**src/rtl/hermes_pkg.sv**
```systemverilog
`default_nettype none
// ============================================================================
// Module   : hermes_pkg
// Purpose  : Shared types and the routing helper for the Hermes switch control.
//            HERMES_SWITCH_YX_ROUTING_EN selects YX instead of XY route order.
// Revision : 1.0 - initial release
// ============================================================================
package hermes_pkg;

  localparam int NPORT       = 5;
  // Widest coordinate the route helper accepts; callers zero-extend to this.
  localparam int MAX_COORD_W = 16;

  typedef enum logic [2:0] {
    EAST  = 3'd0,
    WEST  = 3'd1,
    NORTH = 3'd2,
    SOUTH = 3'd3,
    LOCAL = 3'd4
  } port_e;

  typedef enum logic [3:0] {
    IDLE  = 4'b0001,
    ARB   = 4'b0010,
    ROUTE = 4'b0100,
    GRANT = 4'b1000
  } state_e;

  // Dimension-ordered route decision; all comparisons unsigned.
  function automatic port_e route_port(input logic [MAX_COORD_W-1:0] lx,
                                       input logic [MAX_COORD_W-1:0] ly,
                                       input logic [MAX_COORD_W-1:0] tx,
                                       input logic [MAX_COORD_W-1:0] ty);
    port_e p;
`ifdef HERMES_SWITCH_YX_ROUTING_EN
    if (ty > ly)      p = NORTH;
    else if (ty < ly) p = SOUTH;
    else if (tx > lx) p = EAST;
    else if (tx < lx) p = WEST;
    else              p = LOCAL;
`else
    if (tx > lx)      p = EAST;
    else if (tx < lx) p = WEST;
    else if (ty > ly) p = NORTH;
    else if (ty < ly) p = SOUTH;
    else              p = LOCAL;
`endif
    return p;
  endfunction

endpackage
`default_nettype wire

```
**src/rtl/hermes_rr_arbiter.sv**
```systemverilog
`default_nettype none
// ============================================================================
// Module   : hermes_rr_arbiter
// Purpose  : Combinational round-robin pick: first request found searching
//            from ptr_i+1 (modulo NPORT). Pointer storage lives in the caller.
// Revision : 1.0 - initial release
// ============================================================================
module hermes_rr_arbiter
  import hermes_pkg::*;
(
  input  logic [NPORT-1:0] req_i,
  input  logic [2:0]       ptr_i,
  output logic [2:0]       gnt_o,
  output logic             valid_o
);

  logic [2:0] idx;

  // Scan farthest-to-nearest so the nearest requester after ptr_i wins.
  always_comb begin
    gnt_o   = 3'd0;
    valid_o = 1'b0;
    idx     = 3'd0;
    for (int k = NPORT; k >= 1; k--) begin
      idx = 3'((int'(ptr_i) + k) % NPORT);
      if (req_i[idx]) begin
        gnt_o   = idx;
        valid_o = 1'b1;
      end
    end
  end

endmodule
`default_nettype wire

```
**src/rtl/hermes_switch_ctrl.sv**
```systemverilog
`default_nettype none
// ============================================================================
// Module   : hermes_switch_ctrl
// Purpose  : Routing/allocation control for a 5-port Hermes router:
//            arbitrate buffer requests, compute route, allocate outputs,
//            release them when the packet ends.
//            HERMES_SWITCH_YX_ROUTING_EN selects YX route order (default XY).
// Revision : 1.0 - initial release
// ============================================================================
module hermes_switch_ctrl
  import hermes_pkg::*;
#(
  parameter int FLIT_SIZE   = 32,
  parameter int COORD_WIDTH = 8
) (
  input  logic                       clk_i,
  input  logic                       rst_i,
  input  logic [2*COORD_WIDTH-1:0]   address_i,
  input  logic [NPORT-1:0]           req_i,
  input  logic [NPORT*FLIT_SIZE-1:0] header_i,
  input  logic [NPORT-1:0]           sending_i,
  output logic [NPORT-1:0]           req_ack_o,
  output logic [NPORT*3-1:0]         in_sel_o,
  output logic [NPORT*3-1:0]         out_sel_o,
  output logic [NPORT-1:0]           out_busy_o
);

  state_e             state_q, state_d;
  logic [2:0]         ptr_q, ptr_d;
  logic [2:0]         sel_q, sel_d;
  port_e              dest_q, dest_d;
  logic [NPORT-1:0]   ack_q, ack_d;
  logic [NPORT-1:0]   busy_q, busy_d;
  logic [NPORT*3-1:0] in_sel_q, in_sel_d;
  logic [NPORT*3-1:0] out_sel_q, out_sel_d;
  // Per-input "holds an allocation"; out_sel alone cannot tell (EAST encodes 0).
  logic [NPORT-1:0]   alloc_q, alloc_d;
  logic [NPORT-1:0]   sending_q, sending_d;

  logic [NPORT-1:0]   req_masked;
  logic [2:0]         arb_gnt;
  logic               arb_valid;
  logic [FLIT_SIZE-1:0] hdr_sel;
  port_e              route_dest;
  logic               unused_hdr_bits;

  // Inputs already holding an output are invisible to the arbiter.
  assign req_masked = req_i & ~alloc_q;

  hermes_rr_arbiter u_arb (
    .req_i   (req_masked),
    .ptr_i   (ptr_q),
    .gnt_o   (arb_gnt),
    .valid_o (arb_valid)
  );

  // Select the header of the latched winner.
  always_comb begin
    hdr_sel = '0;
    for (int i = 0; i < NPORT; i++) begin
      if (sel_q == 3'(i)) hdr_sel = header_i[i*FLIT_SIZE +: FLIT_SIZE];
    end
  end

  assign unused_hdr_bits = ^hdr_sel[FLIT_SIZE-1:2*COORD_WIDTH];

  assign route_dest = route_port(
    MAX_COORD_W'(address_i[2*COORD_WIDTH-1:COORD_WIDTH]),
    MAX_COORD_W'(address_i[COORD_WIDTH-1:0]),
    MAX_COORD_W'(hdr_sel[2*COORD_WIDTH-1:COORD_WIDTH]),
    MAX_COORD_W'(hdr_sel[COORD_WIDTH-1:0]));

  assign sending_d = sending_i;

  // Next-state: releases first, then FSM; grant tests pre-release busy_q.
  always_comb begin
    state_d   = state_q;
    ptr_d     = ptr_q;
    sel_d     = sel_q;
    dest_d    = dest_q;
    ack_d     = '0;
    busy_d    = busy_q;
    in_sel_d  = in_sel_q;
    out_sel_d = out_sel_q;
    alloc_d   = alloc_q;

    for (int i = 0; i < NPORT; i++) begin
      if (alloc_q[i] && sending_q[i] && !sending_i[i]) begin
        alloc_d[i]          = 1'b0;
        busy_d[out_sel_q[i*3 +: 3]] = 1'b0;
        out_sel_d[i*3 +: 3] = 3'd0;
      end
    end

    case (state_q)
      IDLE: if (|req_masked) state_d = ARB;
      ARB: begin
        if (arb_valid) begin
          sel_d   = arb_gnt;
          ptr_d   = arb_gnt;
          state_d = ROUTE;
        end else begin
          state_d = IDLE;
        end
      end
      ROUTE: begin
        dest_d  = route_dest;
        state_d = GRANT;
      end
      GRANT: begin
        if (!busy_q[dest_q]) begin
          ack_d[sel_q]                     = 1'b1;
          busy_d[dest_q]                   = 1'b1;
          in_sel_d[int'(dest_q)*3 +: 3]    = sel_q;
          out_sel_d[int'(sel_q)*3 +: 3]    = dest_q;
          alloc_d[sel_q]                   = 1'b1;
        end
        state_d = IDLE;
      end
      default: state_d = IDLE;
    endcase
  end

  // State registers with synchronous reset; reset drops every allocation.
  always_ff @(posedge clk_i) begin
    if (rst_i) begin
      state_q   <= IDLE;
      ptr_q     <= LOCAL;
      sel_q     <= 3'd0;
      dest_q    <= EAST;
      ack_q     <= '0;
      busy_q    <= '0;
      in_sel_q  <= '0;
      out_sel_q <= '0;
      alloc_q   <= '0;
      sending_q <= '0;
    end else begin
      state_q   <= state_d;
      ptr_q     <= ptr_d;
      sel_q     <= sel_d;
      dest_q    <= dest_d;
      ack_q     <= ack_d;
      busy_q    <= busy_d;
      in_sel_q  <= in_sel_d;
      out_sel_q <= out_sel_d;
      alloc_q   <= alloc_d;
      sending_q <= sending_d;
    end
  end

  assign req_ack_o  = ack_q;
  assign out_busy_o = busy_q;
  assign in_sel_o   = in_sel_q;
  assign out_sel_o  = out_sel_q;

endmodule
`default_nettype wire

```
**config.mk**
```make
export PLATFORM = sky130hd
export DESIGN_NAME = hermes_switch_ctrl
export DESIGN_NICKNAME = d
export VERILOG_FILES = /design/src/rtl/hermes_pkg.sv /design/src/rtl/hermes_rr_arbiter.sv /design/src/rtl/hermes_switch_ctrl.sv
export SDC_FILE = /design/constraint.sdc
export NUM_CORES = 1
export LEC_CHECK = 0
export CORE_ASPECT_RATIO = 1.25
export CORE_UTILIZATION = 49
export DETAILED_ROUTE_END_ITERATION = 10
export GPL_ROUTABILITY_DRIVEN = 0
export PLACE_DENSITY = 0.88
export SLEW_MARGIN = 20
export SYNTH_ARGS = -nofsm -noshare
export SYNTH_HDL_FRONTEND = slang
export SYNTH_HIERARCHICAL = 1
export SYNTH_SLANG_ARGS = --single-unit
```
**constraint.sdc**
```tcl
create_clock -name clk_i -period 8.64 [get_ports clk_i]
set_input_delay 1.728 -clock clk_i [delete_from_list [all_inputs] [get_ports clk_i]]
set_output_delay 1.728 -clock clk_i [all_outputs]
set_load 0.05 [all_outputs]
```
### After elaboration in Yosys (flattened, before gate mapping)

Cells that the tools add are included.

| word-level totals | value |
|---|---|
| flip-flop bits (word level) | 63 |
| input bits | 188 |
| output and inout bits | 40 |

| cells by class | value |
|---|---|
| add/subtract/negate cells | 7 |
| multiply operators | 2 |
| divide/modulo/power cells | 5 |
| $lt $le $gt $ge | 23 |
| equal/unequal tests | 9 |
| shifts and indexed selects | 4 |
| multiplexer cells | 71 |
| bitwise gates (word level) | 16 |
| reductions and logical operators | 27 |

Operator list:

| cell | count |
|---|---|
| $mod 32x4->32 const B | 5 |
| $mux 16 | 5 |
| $neg 5->33 | 2 |
| $shift 3x33->15 const A | 2 |
| $shiftx 3x33->15 | 2 |
| $lt 3x4->1 const B | 12 |
| $mux 3 | 15 |
| $mux 5 | 9 |
| $and 5x5->5 | 6 |
| $bwmux 15 | 2 |
| $mux 15 | 2 |
| $not 5->5 | 6 |
| $mux 1 | 23 |
| $demux 1 s3 | 7 |
| $ge 3x1->1 const B | 7 |
| $bmux 1 s3 | 6 |
| $logic_and 1x1->1 | 17 |
| $gt 8x8->1 | 2 |
| $lt 8x8->1 | 2 |
| $pmux 4 s3 | 1 |
| $mul 3x2->5 const B | 2 |
| $or 5x5->5 | 2 |
| $add 3x2->4 const B | 2 |
| $add 3x3->4 const B | 2 |
| other kinds (16) | 23 |

### Longest topological paths before layout

Gate-level depths: netlist (run 1).

| logic depth | value |
|---|---|
| depth after elaboration | 18 |
| depth in mapped cells | 24 |
| mapped depth without buffers | 22 |

### By module

The synthesis (run 1) kept the hierarchy.

Modules (own cells, without submodules):

| module | instances | cells an instance | area each (um^2) |
|---|---|---|---|
| hermes_switch_ctrl | 1 | 535 | 4264.1 |
| hermes_rr_arbiter | 1 | 251 | 1764.2 |

### Worst setup path before layout (run 1)

No wires, ideal clock.

| path | value |
|---|---|
| kind | register -> register |
| from | register ptr_q[0] |
| to | register ptr_q[2] |
| library setup time | 0.122 ns |
| data arrival time | 4.979 ns |
| data required time | 8.518 ns |
| path slack | 3.538 ns |
| stages on the path, launching flop included | 25 |
| path buffers | 3 |
| period minus slack after synthesis | 5.102 ns |
| cells stage by stage | dfxtp_1 > buf_2 > buf_2 > inv_2 > ha_1 > clkbuf_1 > inv_1 > ha_1 > or2_2 > o21a_1 > xnor2_1 > inv_1 > ha_1 > nand2b_1 > o2111ai_1 > o211ai_2 > o211ai_1 > nor2b_1 > a31oi_1 > nand2b_1 > or4_1 > nand4bb_1 > nor2_1 > nand2_1 > nand3b_1 |

| between the ends | value |
|---|---|
| cells in the longest elaborated chain, start to end | 10 |
| elaborated cells between the ends (all ways) | 31 |
| classes of those cells | add/sub: 5; div: 5; mux: 20; reduce/logical: 1 |

Ends and longest elaborated chain:

| element | RTL line | RTL |
|---|---|---|
| start, declared | hermes_switch_ctrl.sv:29 | `logic [2:0] ptr_q, ptr_d;` |
| start signal, assigned | hermes_switch_ctrl.sv:139 | `ptr_q <= ptr_d;` |
| $add 3x3->4 | hermes_rr_arbiter.sv:25 | `idx = 3'((int'(ptr_i) + k) % NPORT);` |
| $mod 32x4->32 | hermes_rr_arbiter.sv:25 |  |
| $bmux 1 s3 | hermes_rr_arbiter.sv:26 | `if (req_i[idx]) begin` |
| $mux 1 (not written as such) | hermes_rr_arbiter.sv:26 |  |
| $mux 1 (4 in a row) | hermes_rr_arbiter.sv:26 |  |
| $mux 1 * | hermes_rr_arbiter.sv:26 |  |
| via arb_valid | hermes_switch_ctrl.sv:42 | `logic arb_valid;` |
| $reduce_and 2->1 (no source line) * | - |  |

The timed path passes the listed nets; every way through them passes the cells marked *. The select of a mux whose other input is x is not followed.
A chain may end at the register's enable or synchronous reset.

### Final worst setup path (run 1)

| path | value |
|---|---|
| from | register ptr_q[1] |
| to | register sel_q[2] |

| between the ends | value |
|---|---|
| cells in the longest elaborated chain, start to end | 10 |
| elaborated cells between the ends (all ways) | 31 |
| classes of those cells | add/sub: 5; div: 5; mux: 20; reduce/logical: 1 |

Ends and longest elaborated chain:

| element | RTL line | RTL |
|---|---|---|
| $add 3x3->4 | hermes_rr_arbiter.sv:25 |  |
| $mod 32x4->32 | hermes_rr_arbiter.sv:25 |  |
| $bmux 1 s3 | hermes_rr_arbiter.sv:26 |  |
| $mux 1 (not written as such) | hermes_rr_arbiter.sv:26 |  |
| $mux 1 (4 in a row) | hermes_rr_arbiter.sv:26 |  |
| $mux 1 * | hermes_rr_arbiter.sv:26 |  |
| via arb_valid | hermes_switch_ctrl.sv:42 |  |
| $reduce_and 2->1 (no source line) * | - |  |
| end signal, assigned | hermes_switch_ctrl.sv:140 | `sel_q <= sel_d;` |
| end, declared | hermes_switch_ctrl.sv:30 | `logic [2:0] sel_q, sel_d;` |

Marks and branches as above.

==> flow_metrics.py, run 1 <==
metrics = {
    "outcome": {
        "status": "completed",
    },
    "synthesis": {
        "syn_area_per_cell_um2": 7.67,
        "ys_top_cells_by_count": "82 x nand2_1, 62 x nor2_1, 61 x dfxtp_1",
        "synth_area_mm2": 0.00603,
        "ys_types": 85,
        "synth_top_cell_area_share_pct": 20.3,
        "yosysWarnings": 6,
        "ys_async_sr_fraction_pct": 0,
        "synth_edf_count": 0,
        "synthCells": 786,
        "synth_top_area_cell": "dfxtp_1",
        "synth_ff_type": "dfxtp_1",
        "yosysMostFrequentCell": "nand2_1",
        "yosysSeqAreaShare_pct": 20.3,
        "synthTopCellsByArea": "dfxtp_1 20%, ha_1 11%, nand2_1 5.1%",
        "ys_ff_latch": 61,
        "syn_nets": 1028,
    },
    "die": {
        "die_w_um": 101,
        "die-area_mm2": 0.0128,
        "num_rows": 44,
        "core_area_mm2": 0.0118,
        "io_pins": 228,
        "die_y_um": 126,
        "start_util_pct": 51.2,
    },
    "layout": {
        "fillers": 1044,
        "fin_nets": 1152,
        "syn_to_final_growth_pct": 29.6,
        "drive_gt1_share_pct": 6.56,
    },
    "placed_design": {
        "place_ws_ns": 3.64,
        "hpwl_um": 14200,
        "numPortBuffers": 147,
    },
    "routing": {
        "finalWirelength_um": 18900,
        "vias_per_cell": 6.13,
        "first_iter_violations": 525,
        "post_drt_wl_per_cell_um": 17.5,
        "vias": 6605,
        "drc": 0,
        "first_pass_iters": 6,
        "drtAntennaViolNets": 0,
    },
    "power": {
        "leakagePower_nw": 2.93,
        "cellPowerDensity_mw_per_mm2": 150,
        "peakVddDrop_uv": 97.6,
    },
    "clocking": {
        "cts-root-buf": "clkbuf_16",
        "cts_sinks": 61,
        "holdBufCountCts": 0,
        "clk_path_buf_depth": 2,
        "cts.clk_slew.worst_paths_ns": 0.05,
        "postCtsResizedCells": 0,
        "cts.htree.levels": 3,
        "cts_made_buffers": 9,
        "clock_latency_ns": 0.33,
        "cts_tree": "built",
        "post-cts-setup-buffers": 0,
    },
    "critical_path": {
        "reg2reg_depth": 22,
        "regToRegEndpoint": "sel_q[2]",
        "rrSetupSlack_ns": 3.50,
        "start_kind": "register",
        "crit_type": "reg2reg",
        "endpoint_kind": "register",
        "regToRegStartpoint": "ptr_q[1]",
        "cp_data_required_time_ns": 8.81,
        "crit_arrival_ns": 5.31,
        "critPathMaxFanout": 11,
    },
    "sta": {
        "finalCritPeriodShare_pct": 59.4,
        "final-hold-violation-count": 0,
        "whs_ns": 0.478,
        "skew_ns": 0.00766,
        "timing.final.ws_setup_ns": 3.50,
        "slew_viol_final": 0,
        "slew_headroom_pct": 36.9,
        "worstMarginPinSlew_ns": 0.946,
        "rsz0062_at_grt": "no",
        "setup_viol_count_final": 0,
        "max_freq_mhz": 195,
        "finalCriticalPeriod_ns": 5.14,
        "finalSetupTns_ns": 0,
    },
    "grt": {
        "grt_pass1_wl_um": 30200,
        "grt_pass1_vias": 6308,
        "antenna_found_initial": 0,
        "grt_max_degree": 55,
        "grt_overflow": 0,
        "track_usage_pct": 30.2,
    },
    "hold_path": {
        "min-delay-start": "in_sel_o[4]",
        "hold_depth": 2,
        "hold_end": "in_sel_o[4]",
        "hold_class": "reg2reg",
    },
    "run": {
        "max_cap_viol_count": 0,
    },
}
==> cells in the final DEF, fill, tap and decap left out, types with 6 or more instances in the layout <==
cell type	netlist	final
a21oi_1	56	56
o31ai_1	7	7
nand3b_1	8	8
ha_1	54	54
a21o_1	6	6
clkbuf_16	0	9
o22ai_1	12	12
nand4_1	14	14
or2_2	6	6
nor3_1	8	8
o21a_1	6	6
nor2_1	62	61
nand2b_1	14	14
a311o_1	15	15
mux2i_1	22	22
a2bb2oi_1	14	14
or3_1	13	13
dfxtp_1	61	61
inv_1	45	45
xnor2_1	10	10
o21ai_0	37	37
nand2_1	82	82
nor2b_1	23	23
clkdlybuf4s50_1	0	146
nand3_1	46	46
o211ai_1	6	6
==> routing by layer <==
| metal | wire, um | track usage (%) |
|---|---|---|
| met4 | 944 | 18.4 |
| met1 | 6970 | 33.6 |
| met2 | 9560 | 52.3 |
| met3 | 1390 | 5.99 |
| met5 | 0 | 0 |
==> report_power, final <==
part,leakage (nW),internal [W],switching (W),total (W)
sequential,0.493,0.000286,0.00000892,0.000295
clock,0.147,0.000236,0.000128,0.000364
combinational,2.29,0.000233,0.000282,0.000515
total,2.93,0.000756,0.000419,0.00117
==> registers in the layout, summed over array words and instances, names as in the netlist, 4 cells and up <==
name	cells
alloc_q	5
in_sel_o	15
out_busy_o	5
out_sel_o	15
req_ack_o	5
sending_q	5
state_q	4
==> how the worst max path moves through the flow <==
stage	end	slack, ns	from
3_3_place_gp	sel_q[2]	3.69	ptr_q[0]
6_report	sel_q[2]	3.50	ptr_q[1]
3_5_place_dp	sel_q[2]	3.64	ptr_q[0]
5_1_grt	sel_q[2]	3.18	ptr_q[0]
4_1_cts	sel_q[2]	3.56	ptr_q[0]
2_1_floorplan	ptr_q[2]	3.54	ptr_q[0]
==> kinds of logic after synthesis <==
kind of cell | Yosys count | synth area share [%]
buffers and inverters | 88 | 6.89
adder cells (fa/ha/maj) | 54 | 11.2
flip-flops | 61 | 20.3
multiplexers | 27 | 5.02
AND/OR/NAND/NOR | 323 | 29.0
AO/OA/AOI/OAI | 221 | 25.7
XOR/XNOR | 12 | 1.87
==> critical path, stage by stage, from the launching register on <==
cell       delay [ns]
dfxtp_1          0.39
inv_2            0.13
ha_1             0.28
xnor2_1          0.50
inv_2            0.09
ha_1             0.21
or2_2            0.30
o21a_1           0.18
xnor2_1          0.29
inv_1            0.13
ha_1             0.19
nand2b_1         0.15
o2111ai_1        0.12
o211ai_2         0.19
o211ai_1         0.12
nor2b_1          0.22
a31oi_1          0.13
nand2b_1         0.25
or4_1            0.60
nand4bb_1        0.23
nor2_1           0.10
nand2_1          0.11
a21oi_1          0.07
==> area by class of cell <==
type,count,area [um2],area share (%)
Clock inverter,4,47.5,0.609
Sequential cell,61,1220,15.6
Antenna cell,2,5.00,0.0641
Timing Repair Buffer,152,1500,19.3
Multi-Input combinational cell,637,4390,56.3
Inverter,49,184,2.36
Tap cell,161,201,2.58
Clock buffer,11,253,3.24
==> through the flow <==
stage          cells  cell area [um2]  total power, W  utilization (%)
6_report        1077             7810         0.00117             66.3
5_1_grt         1075             7800         0.00125             66.2
4_1_cts         1075             7800         0.00117             66.2
3_5_place_dp    1060             7500        0.000800             63.7
3_3_place_gp    1060             7500        0.000792             63.7
2_1_floorplan    786             6030        0.000667                -
Note: power is estimated with default switching activity, not from simulation.
==> run 2, diff against run 1 <==
Settings changed: CORE_UTILIZATION 49 to 46, PLACE_DENSITY 0.88 to 0.83.
Clock period 8.64 ns to 4.9 ns, I/O delays scaled along.
==> run 2 against run 1 <==
Hold slack worse by 0.0014 ns. Sequential power grew 76%. First-iteration DRC count is 19% lower. Maximum frequency up 14%. Cell area is 2.3% higher. Power increased by 87%. Sequential share of layout area shrank 0.34 points. Largest power group unchanged.
==> flow_metrics.py, run 2 (synthesized netlist as in run 1, its figures left out) <==
metrics = {
    "die": {
        "io_pins": 228,
        "num_rows": 46,
        "die_y_um": 130,
        "core_area_mm2": 0.0127,
        "die-area_mm2": 0.0136,
        "start_util_pct": 47.4,
        "die_w_um": 104,
    },
    "sta": {
        "finalCriticalPeriod_ns": 4.50,
        "max_freq_mhz": 222,
        "final-hold-violation-count": 0,
        "setup_viol_count_final": 0,
        "slew_viol_final": 0,
        "finalSetupTns_ns": 0,
        "rsz0062_at_grt": "no",
        "worstMarginPinSlew_ns": 0.929,
        "skew_ns": 0.00470,
        "slew_headroom_pct": 38.1,
        "finalCritPeriodShare_pct": 91.8,
    },
    "layout": {
        "syn_to_final_growth_pct": 32.6,
        "antennaDiodeCount": 0,
        "fin_nets": 1168,
        "fillers": 1122,
        "drive_gt1_share_pct": 8.49,
        "final_common_cell": "clkdlybuf4s50_1",
        "final_cell_mix": "146 x clkdlybuf4s50_1, 82 x nand2_1, 60 x nor2_1, 60 x dfxtp_1, 56 x a21oi_1",
    },
    "outcome": {
        "status": "completed",
    },
    "grt": {
        "grt_overflow": 0,
        "grt_pass1_vias": 6371,
        "grt_max_degree": 55,
        "grt_pass1_wl_um": 30200,
        "track_usage_pct": 27.8,
        "antenna_found_initial": 0,
    },
    "power": {
        "p_seq_share_pct": 23.6,
        "p_int_w": 0.00147,
        "peakVddDrop_uv": 179,
        "leakagePower_nw": 3.04,
        "pwr-share-clk_pct": 33.5,
        "switchingPower_w": 0.000728,
        "share_comb_of_total_power_pct": 42.9,
        "cellPowerDensity_mw_per_mm2": 275,
        "total_power_w": 0.00220,
        "switching_share_pct": 33.1,
    },
    "routing": {
        "first_pass_iters": 5,
        "drc": 0,
        "vias_per_cell": 5.96,
        "finalWirelength_um": 18600,
        "drtAntennaViolNets": 0,
        "vias": 6541,
        "post_drt_wl_per_cell_um": 16.9,
        "first_iter_violations": 425,
    },
    "critical_path": {
        "start_kind": "register",
        "regToRegStartpoint": "ptr_q[2]",
        "crit_end": "sel_q[2]",
        "rrSetupSlack_ns": 0.40,
        "crit_arrival_ns": 4.67,
        "path_depth": 15,
        "crit_family": "simple AND/OR/NAND/NOR gates",
        "critPathMaxFanout": 10,
        "critical_path.n_buffers_inverters": 1,
        "slowest_delay_ns": 0.62,
        "startpoint": "ptr_q[2]",
        "crit_chain": "buf_4 > ha_1 > nand2_1 > a21oi_1 > xnor2_1 > ha_1 > o41ai_2 > mux2i_1 > o22ai_1 > mux2_4 > or4_1 > nand4bb_1 > nor2_2 > nand2_1 > a21oi_1",
        "reg2reg_depth": 15,
        "endpoint_kind": "register",
        "crit_slowest_cell": "o41ai_2",
        "cp_data_required_time_ns": 5.07,
        "regToRegEndpoint": "sel_q[2]",
        "crit_type": "reg2reg",
    },
    "clocking": {
        "cts.clk_slew.worst_paths_ns": 0.05,
        "cts.htree.levels": 3,
        "clk_path_buf_depth": 2,
        "post-cts-setup-buffers": 0,
        "clock_latency_ns": 0.34,
        "holdBufCountCts": 0,
        "cts-root-buf": "clkbuf_16",
        "cts_made_buffers": 9,
        "postCtsResizedCells": 0,
        "cts_tree": "built",
        "cts_sinks": 61,
    },
    "placed_design": {
        "hpwl_um": 14700,
        "numPortBuffers": 147,
    },
    "run": {
        "max_cap_viol_count": 0,
    },
    "hold_path": {
        "hold_class": "reg2reg",
    },
}
[run 2: layer usage]
layer / GRT usage [%] / part of all wire, %
met3: 3.70 / 5.6
met5: 0 / 0
met2: 54.0 / 53
met1: 28.5 / 37
met4: 16.3 / 4.8
[run 2: how the worst min path moves through the flow]
stage	start	end	slack, ns	cells after the start
after CTS	in_sel_o[4]	in_sel_o[4]	0.48	2
after global placement	in_sel_o[3]	in_sel_o[3]	0.46	2
after global routing	in_sel_o[5]	in_sel_o[5]	0.51	2
final	in_sel_o[4]	in_sel_o[4]	0.48	2
after floorplan	alloc_q[2]	alloc_q[2]	0.47	2
after detailed placement	in_sel_o[11]	in_sel_o[11]	0.47	2
[run 2: power groups by stage]
| stage | clock [W] | combinational [W] | sequential, W |
|---|---|---|---|
| after detailed placement | 0 | 0.000928 | 0.000529 |
| after global placement | 0 | 0.000910 | 0.000529 |
| final | 0.000737 | 0.000943 | 0.000520 |
| after CTS | 0.000743 | 0.000933 | 0.000519 |
| after floorplan | 0 | 0.000649 | 0.000529 |
| after global routing | 0.000768 | 0.00105 | 0.000521 |
[run 2: layout make-up]
cell class	instances	area [um2]	share of cell area (%)
inverters	49	184	2.30
flip-flops and latches	61	1220	15.3
multi-input cells	637	4400	55.1
clock buffers	11	253	3.16
well taps	168	210	2.63
clock inverters	4	95.1	1.19
repair buffers	168	1620	20.3
[run 2: stage by stage]
stage / worst slack (ns) / hold slack (ns) / area [um2] / util (%) / cells
global route: 0.0382 / 0.512 / 7990 / 62.8 / 1098
finish: 0.404 / 0.476 / 7990 / 62.8 / 1098
CTS: 0.325 / 0.478 / 7980 / 62.8 / 1098
detailed placement: 0.365 / 0.467 / 7630 / 60.0 / 1083
global placement: 0.442 / 0.461 / 7630 / 60.0 / 1083
floorplan: 0.0705 / 0.471 / 6030 / - / 786
[run 2: worst min-delay path, cell delays in order (launching register included)]
cell     delay [ns]
dfxtp_1        0.30
o21ai_0        0.06
a21oi_1        0.06
==> run 3, diff against run 2 <==
Settings changed: PLACE_DENSITY 0.83 to 0.93, SLEW_MARGIN 20 to unset.
==> run 3 against run 2 <==
Power shrank 1.4%. Global-route usage shrank 0.54 points. Count of clock-buffer cells in the layout grew 1. First-iteration DRC count grew 27%. Largest cell class unchanged.
==> flow_metrics.py, run 3 (synthesized netlist as in run 1, its figures left out) <==
metrics = {
    "power": {
        "p_seq_share_pct": 24.0,
        "switching_share_pct": 33.9,
        "pwr-share-clk_pct": 32.5,
        "p_int_w": 0.00143,
        "switchingPower_w": 0.000736,
        "peakVddDrop_uv": 170,
        "share_comb_of_total_power_pct": 43.5,
        "cellPowerDensity_mw_per_mm2": 272,
        "leakagePower_nw": 3.03,
    },
    "layout": {
        "fin_util_pct": 62.6,
        "fillers": 1010,
        "syn_to_final_growth_pct": 32.2,
        "antennaDiodeCount": 0,
        "fin_nets": 1168,
        "final_common_cell": "clkdlybuf4s50_1",
        "final_cell_mix": "146 x clkdlybuf4s50_1, 82 x nand2_1, 61 x nor2_1",
        "drive_gt1_share_pct": 8.28,
    },
    "critical_path": {
        "crit_arrival_ns": 4.70,
        "endpoint_kind": "register",
        "crit_type": "reg2reg",
        "cp_data_required_time_ns": 5.08,
        "critPathMaxFanout": 7,
        "start_kind": "register",
        "reg2reg_depth": 22,
    },
    "clocking": {
        "holdBufCountCts": 0,
        "clock_latency_ns": 0.34,
        "cts_made_buffers": 9,
        "postCtsResizedCells": 0,
        "cts.htree.levels": 3,
        "cts.clk_slew.worst_paths_ns": 0.05,
        "cts-root-buf": "clkbuf_16",
        "clk_path_buf_depth": 2,
        "cts_tree": "built",
        "cts_sinks": 61,
        "post-cts-setup-buffers": 0,
    },
    "grt": {
        "track_usage_pct": 27.2,
        "grt_pass1_wl_um": 29600,
        "antenna_found_initial": 0,
        "grt_max_degree": 55,
        "grt_overflow": 0,
        "grt_pass1_vias": 6347,
    },
    "sta": {
        "timing.final.ws_setup_ns": 0.380,
        "final-hold-violation-count": 0,
        "slew_viol_final": 0,
        "finalSetupTns_ns": 0,
        "worstMarginPinSlew_ns": 0.916,
        "setup_viol_count_final": 0,
        "max_freq_mhz": 221,
        "finalCriticalPeriod_ns": 4.52,
        "slew_headroom_pct": 38.9,
        "rsz0062_at_grt": "no",
        "skew_ns": 0.00619,
        "finalCritPeriodShare_pct": 92.2,
    },
    "outcome": {
        "status": "completed",
    },
    "die": {
        "die-area_mm2": 0.0136,
        "io_pins": 228,
        "die_y_um": 130,
        "num_rows": 46,
        "core_area_mm2": 0.0127,
        "die_w_um": 104,
        "start_util_pct": 47.4,
    },
    "placed_design": {
        "place_ws_ns": 0.446,
        "hpwl_um": 14300,
        "numPortBuffers": 147,
    },
    "hold_path": {
        "hold_depth": 2,
        "hold_class": "reg2reg",
    },
    "routing": {
        "post_drt_wl_per_cell_um": 17.0,
        "vias": 6734,
        "first_iter_violations": 538,
        "finalWirelength_um": 18600,
        "drtAntennaViolNets": 0,
        "drc": 0,
        "first_pass_iters": 6,
        "vias_per_cell": 6.13,
    },
    "run": {
        "max_cap_viol_count": 0,
    },
}
run 3: cell types whose count changed in the layout (fill, tap and decap cells not counted):
cell and change:
xnor2_1 +1, nor2_2 -1, bufinv_16 -1, clkinv_2 -1, clkbuf_8 +1, xnor2_2 -1, nor2_1 +1, clkinvlp_4 +1
run 3: power by group through the flow:
stage	clock network, W	registers (W)	logic (W)
finish	0.000705	0.000520	0.000944
floorplan	0	0.000529	0.000649
detailed placement	0	0.000529	0.000921
global placement	0	0.000529	0.000896
global route	0.000724	0.000520	0.00104
CTS	0.000709	0.000520	0.000927
run 3: routing by layer:
layer  routed length (um)  vias to the layer above  GRT usage [%]  share of wire (%)
met5                    0                        -              0                  0
met4                  978                        0           18.3                5.2
met3                 1350                       92           3.95                7.3
met2                 9630                      380           51.8                 52
met1                 6670                     3087           27.8                 36
li1                     -                     3175              -                  -
run 3: through the flow:
stage	std cells	hold slack [ns]	total power, W	area [um2]
detailed placement	1083	0.465	0.00145	7630
finish	1098	0.468	0.00217	7970
CTS	1098	0.471	0.00216	7970
floorplan	786	0.471	0.00118	6030
global placement	1083	0.461	0.00142	7630
global route	1098	0.485	0.00228	7970
run 3: area by class of cell:
cell class / instances / area, um2 / area share [%]
repair buffers: 168 / 1620 / 20.4
inverters: 49 / 184 / 2.31
clock inverters: 3 / 67.6 / 0.848
flip-flops and latches: 61 / 1220 / 15.3
clock buffers: 12 / 267 / 3.34
well taps: 168 / 210 / 2.64
multi-input cells: 637 / 4390 / 55.1
run 3: critical path, cell delays in order, from the launching register on:
cell and delay (ns):
dfxtp_2 0.36, inv_2 0.04, ha_1 0.21, xnor2_1 0.26
inv_2 0.08, ha_1 0.20, or2_2 0.30, o21a_1 0.19
xnor2_1 0.19, inv_1 0.10, ha_1 0.18, nand2b_1 0.15
o2111ai_1 0.13, o211ai_2 0.20, o211ai_1 0.12, nor2b_1 0.20
a31oi_1 0.13, nand2b_1 0.23, or4_1 0.58, nand4bb_1 0.23
nor2_1 0.10, nand2_1 0.10, a21oi_1 0.06
run 3: final timing paths:
path | start | endpoint | slack, ns
max reg2reg | ptr_q[0] | sel_q[2] | 0.38
min | in_sel_o[4] | in_sel_o[4] | 0.47
min reg2reg | in_sel_o[4] | in_sel_o[4] | 0.47
max | ptr_q[0] | sel_q[2] | 0.38
